**config.mk**
```make
export PLATFORM = sky130hd
export DESIGN_NAME = ibuff_flat
export DESIGN_NICKNAME = d
export VERILOG_FILES = /design/src/rtl/ibuff_if.sv /design/src/rtl/ibuff.sv /design/src/flat_wrapper.sv
export SDC_FILE = /design/constraint.sdc
export NUM_CORES = 1
export LEC_CHECK = 0
export BUFFER_PORTS_ARGS = -buffer_cell sky130_fd_sc_hd__buf_2
export CORE_ASPECT_RATIO = 0.75
export CORE_MARGIN = 2
export CORE_UTILIZATION = 45
export CTS_CLUSTER_DIAMETER = 80
export CTS_CLUSTER_SIZE = 40
export DETAILED_ROUTE_END_ITERATION = 12
export GPL_ROUTABILITY_DRIVEN = 0
export HOLD_SLACK_MARGIN = 0.08
export PLACE_DENSITY = 0.7
export SETUP_SLACK_MARGIN = 0.3
export SKIP_LAST_GASP = 1
export SYNTH_ARGS = -nofsm -noshare
export SYNTH_HDL_FRONTEND = slang
export SYNTH_SLANG_ARGS = --single-unit
```
**constraint.sdc**
```tcl
create_clock -name clk -period 8.1 [get_ports clk]
set_input_delay 2.43 -clock clk [delete_from_list [all_inputs] [get_ports clk]]
set_output_delay 2.43 -clock clk [all_outputs]
set_load 0.03 [all_outputs]
```
**src/rtl/ibuff_if.sv**
```systemverilog
// Fetch-to-decode bundle for the instruction buffer: fetch line input, resteer/stall
// controls, and the head-of-buffer outputs that feed decode stage 1.
interface ibuff_if #(
  parameter int XLEN  = 32,
  parameter int DEPTH = 8
);
  logic                       fetch_valid;
  logic [2*XLEN-1:0]          fetch_line;
  logic [XLEN-1:0]            fetch_pc;
  logic [1:0]                 fetch_mask;
  logic                       fetch_exception;
  logic                       flush;
  logic                       d1_stall;
  logic                       ibuff_ready;
  logic                       IBuff_valid;
  logic [XLEN-1:0]            IBuff_out;
  logic [XLEN-1:0]            IBuff_pc;
  logic                       IBuff_exception;
  logic [$clog2(DEPTH):0]     count;

  modport master (
    output fetch_valid, fetch_line, fetch_pc, fetch_mask, fetch_exception, flush, d1_stall,
    input  ibuff_ready, IBuff_valid, IBuff_out, IBuff_pc, IBuff_exception, count
  );

  modport slave (
    input  fetch_valid, fetch_line, fetch_pc, fetch_mask, fetch_exception, flush, d1_stall,
    output ibuff_ready, IBuff_valid, IBuff_out, IBuff_pc, IBuff_exception, count
  );
endinterface

```
**src/rtl/ibuff.sv**
```systemverilog
// Instruction buffer: circular FIFO taking up to two fetched words per cycle and
// delivering one per cycle in program order to decode; a flush discards everything.
module ibuff #(
  parameter int XLEN  = 32,
  parameter int DEPTH = 8
) (
  input  logic  clk,
  input  logic  rst,
  ibuff_if.slave bus
);
  localparam int PW = $clog2(DEPTH);
  localparam int CW = PW + 1;

  function automatic logic [1:0] popcount2(input logic [1:0] m);
    popcount2 = {1'b0, m[0]} + {1'b0, m[1]};
  endfunction

  logic [XLEN-1:0] instr_mem_r [DEPTH];
  logic [XLEN-1:0] pc_mem_r    [DEPTH];
  logic [DEPTH-1:0] exc_mem_r;
  logic [PW-1:0]   head_r;
  logic [PW-1:0]   tail_r;
  logic [CW-1:0]   count_r;

  logic            ready_s;
  logic            push_s;
  logic            pop_s;
  logic            dual_s;
  logic [1:0]      push_n_s;
  logic [PW-1:0]   tail_plus1_s;
  logic [XLEN-1:0] first_instr_s;
  logic [XLEN-1:0] first_pc_s;
  logic [XLEN-1:0] slot1_pc_s;
  logic [CW-1:0]   free_s;

  // Free-space, push/pop qualification and first-slot selection.
  always_comb begin
    free_s        = CW'(DEPTH) - count_r;
    ready_s       = (free_s >= CW'(2));
    push_s        = bus.fetch_valid && ready_s && (bus.fetch_mask != 2'b00);
    pop_s         = (count_r != CW'(0)) && !bus.d1_stall;
    dual_s        = (bus.fetch_mask == 2'b11);
    tail_plus1_s  = tail_r + PW'(1);
    slot1_pc_s    = bus.fetch_pc + XLEN'(4);
    if (push_s) begin
      push_n_s = popcount2(bus.fetch_mask);
    end else begin
      push_n_s = 2'b00;
    end
    // A lone slot1 lands at tail, so the first write picks slot1 whenever slot0 is absent.
    if (bus.fetch_mask[0]) begin
      first_instr_s = bus.fetch_line[XLEN-1:0];
      first_pc_s    = bus.fetch_pc;
    end else begin
      first_instr_s = bus.fetch_line[2*XLEN-1:XLEN];
      first_pc_s    = slot1_pc_s;
    end
  end

  // Entry storage; contents persist across reset and flush, only pointers are cleared.
  always_ff @(posedge clk) begin
    if (!rst && !bus.flush && push_s) begin
      instr_mem_r[tail_r] <= first_instr_s;
      pc_mem_r[tail_r]    <= first_pc_s;
      exc_mem_r[tail_r]   <= bus.fetch_exception;
      if (dual_s) begin
        instr_mem_r[tail_plus1_s] <= bus.fetch_line[2*XLEN-1:XLEN];
        pc_mem_r[tail_plus1_s]    <= slot1_pc_s;
        exc_mem_r[tail_plus1_s]   <= bus.fetch_exception;
      end
    end
  end

  // Pointer and occupancy update: reset over flush over push/pop.
  always_ff @(posedge clk) begin
    if (rst || bus.flush) begin
      head_r  <= PW'(0);
      tail_r  <= PW'(0);
      count_r <= CW'(0);
    end else begin
      if (push_s) begin
        tail_r <= tail_r + PW'(push_n_s);
      end
      if (pop_s) begin
        head_r <= head_r + PW'(1);
      end
      count_r <= count_r + CW'(push_n_s) - CW'(pop_s);
    end
  end

  // Head presentation reads the oldest entry directly, zeroed when empty.
  always_comb begin
    bus.ibuff_ready = ready_s;
    bus.count       = count_r;
    if (count_r != CW'(0)) begin
      bus.IBuff_valid     = 1'b1;
      bus.IBuff_out       = instr_mem_r[head_r];
      bus.IBuff_pc        = pc_mem_r[head_r];
      bus.IBuff_exception = exc_mem_r[head_r];
    end else begin
      bus.IBuff_valid     = 1'b0;
      bus.IBuff_out       = XLEN'(0);
      bus.IBuff_pc        = XLEN'(0);
      bus.IBuff_exception = 1'b0;
    end
  end
endmodule

```
**src/flat_wrapper.sv**
```systemverilog
// flat-port wrapper written by rule: the top's interface ports become plain ports
module ibuff_flat 
#(
  parameter int XLEN  = 32,
  parameter int DEPTH = 8
)
  (clk, rst, bus_fetch_valid, bus_fetch_line, bus_fetch_pc, bus_fetch_mask, bus_fetch_exception, bus_flush, bus_d1_stall, bus_ibuff_ready, bus_IBuff_valid, bus_IBuff_out, bus_IBuff_pc, bus_IBuff_exception, bus_count);
  ibuff_if #(.XLEN(XLEN), .DEPTH(DEPTH)) bus_i ();
  input  logic clk;
  input  logic rst;
  input wire logic [$bits(bus_i.fetch_valid)-1:0] bus_fetch_valid;
  input wire logic [$bits(bus_i.fetch_line)-1:0] bus_fetch_line;
  input wire logic [$bits(bus_i.fetch_pc)-1:0] bus_fetch_pc;
  input wire logic [$bits(bus_i.fetch_mask)-1:0] bus_fetch_mask;
  input wire logic [$bits(bus_i.fetch_exception)-1:0] bus_fetch_exception;
  input wire logic [$bits(bus_i.flush)-1:0] bus_flush;
  input wire logic [$bits(bus_i.d1_stall)-1:0] bus_d1_stall;
  output wire logic [$bits(bus_i.ibuff_ready)-1:0] bus_ibuff_ready;
  output wire logic [$bits(bus_i.IBuff_valid)-1:0] bus_IBuff_valid;
  output wire logic [$bits(bus_i.IBuff_out)-1:0] bus_IBuff_out;
  output wire logic [$bits(bus_i.IBuff_pc)-1:0] bus_IBuff_pc;
  output wire logic [$bits(bus_i.IBuff_exception)-1:0] bus_IBuff_exception;
  output wire logic [$bits(bus_i.count)-1:0] bus_count;
  assign bus_i.fetch_valid = bus_fetch_valid;
  assign bus_i.fetch_line = bus_fetch_line;
  assign bus_i.fetch_pc = bus_fetch_pc;
  assign bus_i.fetch_mask = bus_fetch_mask;
  assign bus_i.fetch_exception = bus_fetch_exception;
  assign bus_i.flush = bus_flush;
  assign bus_i.d1_stall = bus_d1_stall;
  assign bus_ibuff_ready = bus_i.ibuff_ready;
  assign bus_IBuff_valid = bus_i.IBuff_valid;
  assign bus_IBuff_out = bus_i.IBuff_out;
  assign bus_IBuff_pc = bus_i.IBuff_pc;
  assign bus_IBuff_exception = bus_i.IBuff_exception;
  assign bus_count = bus_i.count;
  ibuff #(.XLEN(XLEN), .DEPTH(DEPTH)) u_core (.clk(clk), .rst(rst), .bus(bus_i));
endmodule
```
Word level (Yosys, flattened, before mapping)
Memory sizes are Yosys's and may differ from the RTL's. A register that Yosys moved wholly into a read port is not among the register bits.
Cells that the tools add are included.
Widths: inputs -> output; s select.

storage, ports and cells
  bits in registers = 18
  bits in writable memories = 512
  bits of input ports = 104
  output and inout bits = 71
  logic and storage cells = 59
  memories = 2

memories
  name                words  bits a word  rd ports  clocked after memory_dff  write ports  line         source
  u_core.instr_mem_r  8      32           1         1                         2            ibuff.sv:18  logic [XLEN-1:0] instr_mem_r [DEPTH];
  u_core.pc_mem_r     8      32           1         1                         2            ibuff.sv:19  logic [XLEN-1:0] pc_mem_r [DEPTH];

cells by class
  $add $sub $neg = 8
  $lt $le $gt $ge = 6
  equal/unequal tests = 1
  muxes and demuxes = 25
  reduce and logical (&&, ||, !) cells = 13

operators with widths
  cell                   number
  $mux 32                4
  $add 32x3->32 const B  1
  $bwmux 8               2
  $lt 3x4->1 const B     3
  $mux 3                 4
  $mux 1                 10
  $mux 8                 1
  $logic_and 1x1->1      7
  $add 3x1->3 const B    2
  $demux 1 s3            2
  $ge 3x1->1 const B     2
  $add 4x2->4            1
  $ge 4x2->1 const B     1
  $reduce_bool 4->1      1
  $sub 4x1->4            1
  $sub 4x4->4 const A    1
  $add 3x2->3            1
  $bmux 1 s3             1
  $logic_not 1->1        3
  $add 1x1->2            1
  $eq 2x2->1 const B     1
  $mux 2                 1
  $reduce_bool 2->1      1
  $logic_or 1x1->1       1

Logic depth before layout (Yosys ltp)
  depth after elaboration = 7
  gate-level depth with buffers = 15
  gate-level depth less buffers = 13

Least setup slack after synthesis
Ideal clock, no wire load.

  path kind = input -> register
  from = input port bus_fetch_mask[0]
  to = memory u_core.instr_mem_r[0][0] (enable)
  setup time = 0.486 ns
  arrival = 6.981 ns
  required time = 7.614 ns
  slack = 0.632 ns
  stages = 8
  buffers on the path = 3
  path through = clkbuf_1 -> clkbuf_1 -> buf_1 -> inv_1 -> ha_1 -> or4b_1 -> a21o_1 -> nor2_1

RTL lines
  what         line                source
  from (decl)  flat_wrapper.sv:14  input wire logic [$bits(bus_i.fetch_mask)-1:0] bus_fetch_mask;
  to (decl)    ibuff.sv:18

==> run_results.csv <==
group,metric,value,unit
outcome,run_status,"finished clean",
timing,clock-skew-final,0.0296,ns
grt,antenna_found_initial,9,
critical_path,cp_cell_sequence,"buf_4 -> mux4_2 -> mux2i_1 -> nor2_1 -> buf_2",
cells_and_area,post_route_cells_drive_above_1_share,0.186,
synth,postSynthNetCount,2338,
drt,detailroute.wirelength.met3,5.59,mm
synth,synth.avg_cell_area,12.5,sq um
drt,drt-total-wl,71.1,mm
drt,top_layer_used,"met5",
run,maxCapViolCount,0,
timing,slew-limit-headroom,0.188,
synth,postSynth.asyncResetShare,0,
clock_network,clock_latency,0.62,ns
clock_network,holdBufCountCts,0,
drt,drt_iter0_markers,2120,
clock_network,buffers_from_clock_root_to_sink_at_most,3,
drt,remaining_drc_errors,0,
synth,synth_flop_cell,"sky130_fd_sc_hd__edfxtp_1",
synth,synth-edff-count,520,
cells_and_area,n_fill_cell,5252,
timing,fin_crit,5.99,ns
critical_path,critPathCaptureType,"primary output",
timing,finalHoldWorstSlack,0.579,ns
grt,grt_pass1_vias,17600,
die,chipHeight,219,um
clock_network,cts_setup_buffers,0,
drt,met1Wirelength,29.9,mm
grt,grt_first_pass_wirelength,107,mm
timing,layout_worst_path_cycle_share,0.739,
clock_network,post_cts.resized_instances,0,
critical_path,crit_path_start_kind,"register",
die,num_rows,78,
timing,tightest_slew,1.22,ns
die,die_w,290,um
cells_and_area,nets,2354,
die,core_area,60700,sq um
drt,drt_first_pass_iters,6,
critical_path,r2r_setup_slack,4.47,ns
synth,synth_seq_area_share,0.573,
synth,synth_seq_cells,533,
power_and_ir_drop,irDropWorstVdd,0.000166,V
die,die_area,63600,sq um
drt,vias_per_cell,5.91,
placed_design,buffer_ports.inserted,174,
placed_design,dp_hpwl,41.3,mm
timing,slew_viol_final,0,
critical_path,cp_slowest_cell,"sky130_fd_sc_hd__dfxtp_4",
cells_and_area,postLayoutCellArea,30000,sq um
critical_path,cp_data_required_time,5.67,ns
clock_network,ctsRootBufferMaster,"sky130_fd_sc_hd__clkbuf_16",
synth,yosys_warnings,0,
clock_network,cts_tree,"done",
clock_network,ctsHtreeMaxLevel,1,
power_and_ir_drop,power-per-cell-area,215,nW/um^2
timing,fmax,0.167,GHz
critical_path,worst-endpoint-arrival,3.56,ns
cells_and_area,synthToLayoutAreaGrowth,8.16,%
die,floorplan.initialDensity,0.456,
placed_design,placedInstanceArea,29000,sq um
drt,final_antenna_net_count,0,
clock_network,clock_sinks,533,
critical_path,timing.critical_path.slowest_cell_delay,0.90,ns
worst_hold_path,worst_hold_path_type,"reg -> reg",
timing,setup_viol,0,
critical_path,crit_family,"multiplexers",
synth,netlist_top_cells_area,"sky130_fd_sc_hd__edfxtp_1 (56%), sky130_fd_sc_hd__mux4_2 (11%), sky130_fd_sc_hd__a21oi_1 (8.5%)",
drt,met2RoutedLength,34.3,mm
critical_path,critical_path_class,"reg -> out",
synth,synthDominantAreaCellType,"sky130_fd_sc_hd__edfxtp_1",
timing,final-hold-violation-count,0,
critical_path,cp_num_buf_inv,2,
drt,vias,18100,
die,boundaryPins,175,
synth,yosys.cell_types.count,40,
grt,grtUsageTotal,0.220,
power_and_ir_drop,total_leakage_power,10.4,nW
critical_path,path_max_fanout,38,
clock_network,cts_buffers,24,
synth,netlist.area_leader.share,0.564,
grt,grt_max_degree,119,
synth,post_synth_inst_count,2218,
timing,grt_setup_unrepaired,"no",
clock_network,clkSlewWorstSetupHoldPaths,0.12,ns
synth,synthesis.area,27700,sq um
drt,wl_per_cell,23.3,um
timing,fin_tns_setup,0,ns
grt,total_congestion_overflow,0,
report_power, final:
part / leakage, nW / internal [W] / switching [W]
sequential: 4.79 / 0.00310 / 0.0000463
clock: 0.441 / 0.000669 / 0.000998
combinational: 5.13 / 0.000522 / 0.00110
registers in the layout (all words and copies together) (netlist names), named ones only:
register,cells
u_core.bus.count,4
u_core.instr_mem_r,256
u_core.pc_mem_r,256
u_core.head_r,3
u_core.tail_r,3
u_core.exc_mem_r,8
logic make-up after synthesis:
kind of cell,after synthesis,share of synthesized area
xor gates and xnor gates,228,0.0721
adders and majority gates,16,0.00777
and+or+nand+nor,451,0.0670
muxes,254,0.151
buffers and inverters,240,0.0370
DFF,533,0.573
AOI/OAI and AO/OA,496,0.0916
path summary, 6_finish.rpt:
check | depth (start not counted) | endpoint | start
max | 5 | bus_IBuff_pc[29] | register
min | 2 | register | u_core.head_r[2]$_SDFFE_PP0P_
max reg2reg | 9 | u_core.pc_mem_r[1][12]$_DFFE_PP_ | u_core.bus.count[1]$_SDFF_PP0_
min reg2reg | 2 | register | u_core.head_r[2]$_SDFFE_PP0P_
layout by cell type (no fill, tap or decap), drive strengths merged, types with 14 or more instances in the layout:
| cell type | instances |
|---|---|
| mux4 | 130 |
| nor2 | 358 |
| buf | 209 |
| nand2 | 27 |
| ha | 14 |
| a21oi | 468 |
| clkbuf | 27 |
| inv | 30 |
| xor2 | 195 |
| edfxtp | 520 |
| mux2 | 16 |
| mux2i | 108 |
| nand3 | 21 |
| xnor2 | 33 |
layer usage:
layer / track usage / vias to the layer above
met3: 0.0274 / 88
met1: 0.308 / 9013
met2: 0.368 / 815
met5: 0 / -
li1: - / 8152
met4: 0.0506 / 8
layout make-up:
cell class,count,area [sq um],share of cell area
inverters,20,75.1,0.00251
multi-input cells,1445,10800,0.362
flip-flops and latches,533,15900,0.530
clock buffers,26,629,0.0210
clock inverters,18,293,0.00977
repair buffers,210,1210,0.0405
diodes,4,10.0,0.000334
well taps,800,1000,0.0334
metrics by stage:
stage	total power, W	utilization	instances	setup slack [ns]
4_1_cts	0.00647	0.493	3052	2.03
6_report	0.00643	0.493	3056	2.11
5_1_grt	0.00668	0.493	3054	1.87
2_1_floorplan	0.00437	-	2218	0.632
3_5_place_dp	0.00485	0.478	3008	1.99
3_3_place_gp	0.00482	0.478	3008	2.06
worst min-delay path, cell delays in order, from the launching register on:
cell and delay (ns):
sky130_fd_sc_hd__dfxtp_1 0.35, sky130_fd_sc_hd__xor2_1 0.15, sky130_fd_sc_hd__nor2_1 0.06
synthesized netlist by cell type, drive strengths merged, types with 5 or more instances:
cell and number:
mux2i 108, clkbuf 106, a21boi 8, dfxtp 13
nand4 10, inv 20, mux4 130, and3 5
and2 7, nor3 10, buf 114, a31oi 6
edfxtp 520, nand3 21, a21oi 468, ha 14
nand2 27, o211ai 8, mux2 16, xor2 195
xnor2 33, nor2 358
Power figures use the tool's default switching activity.
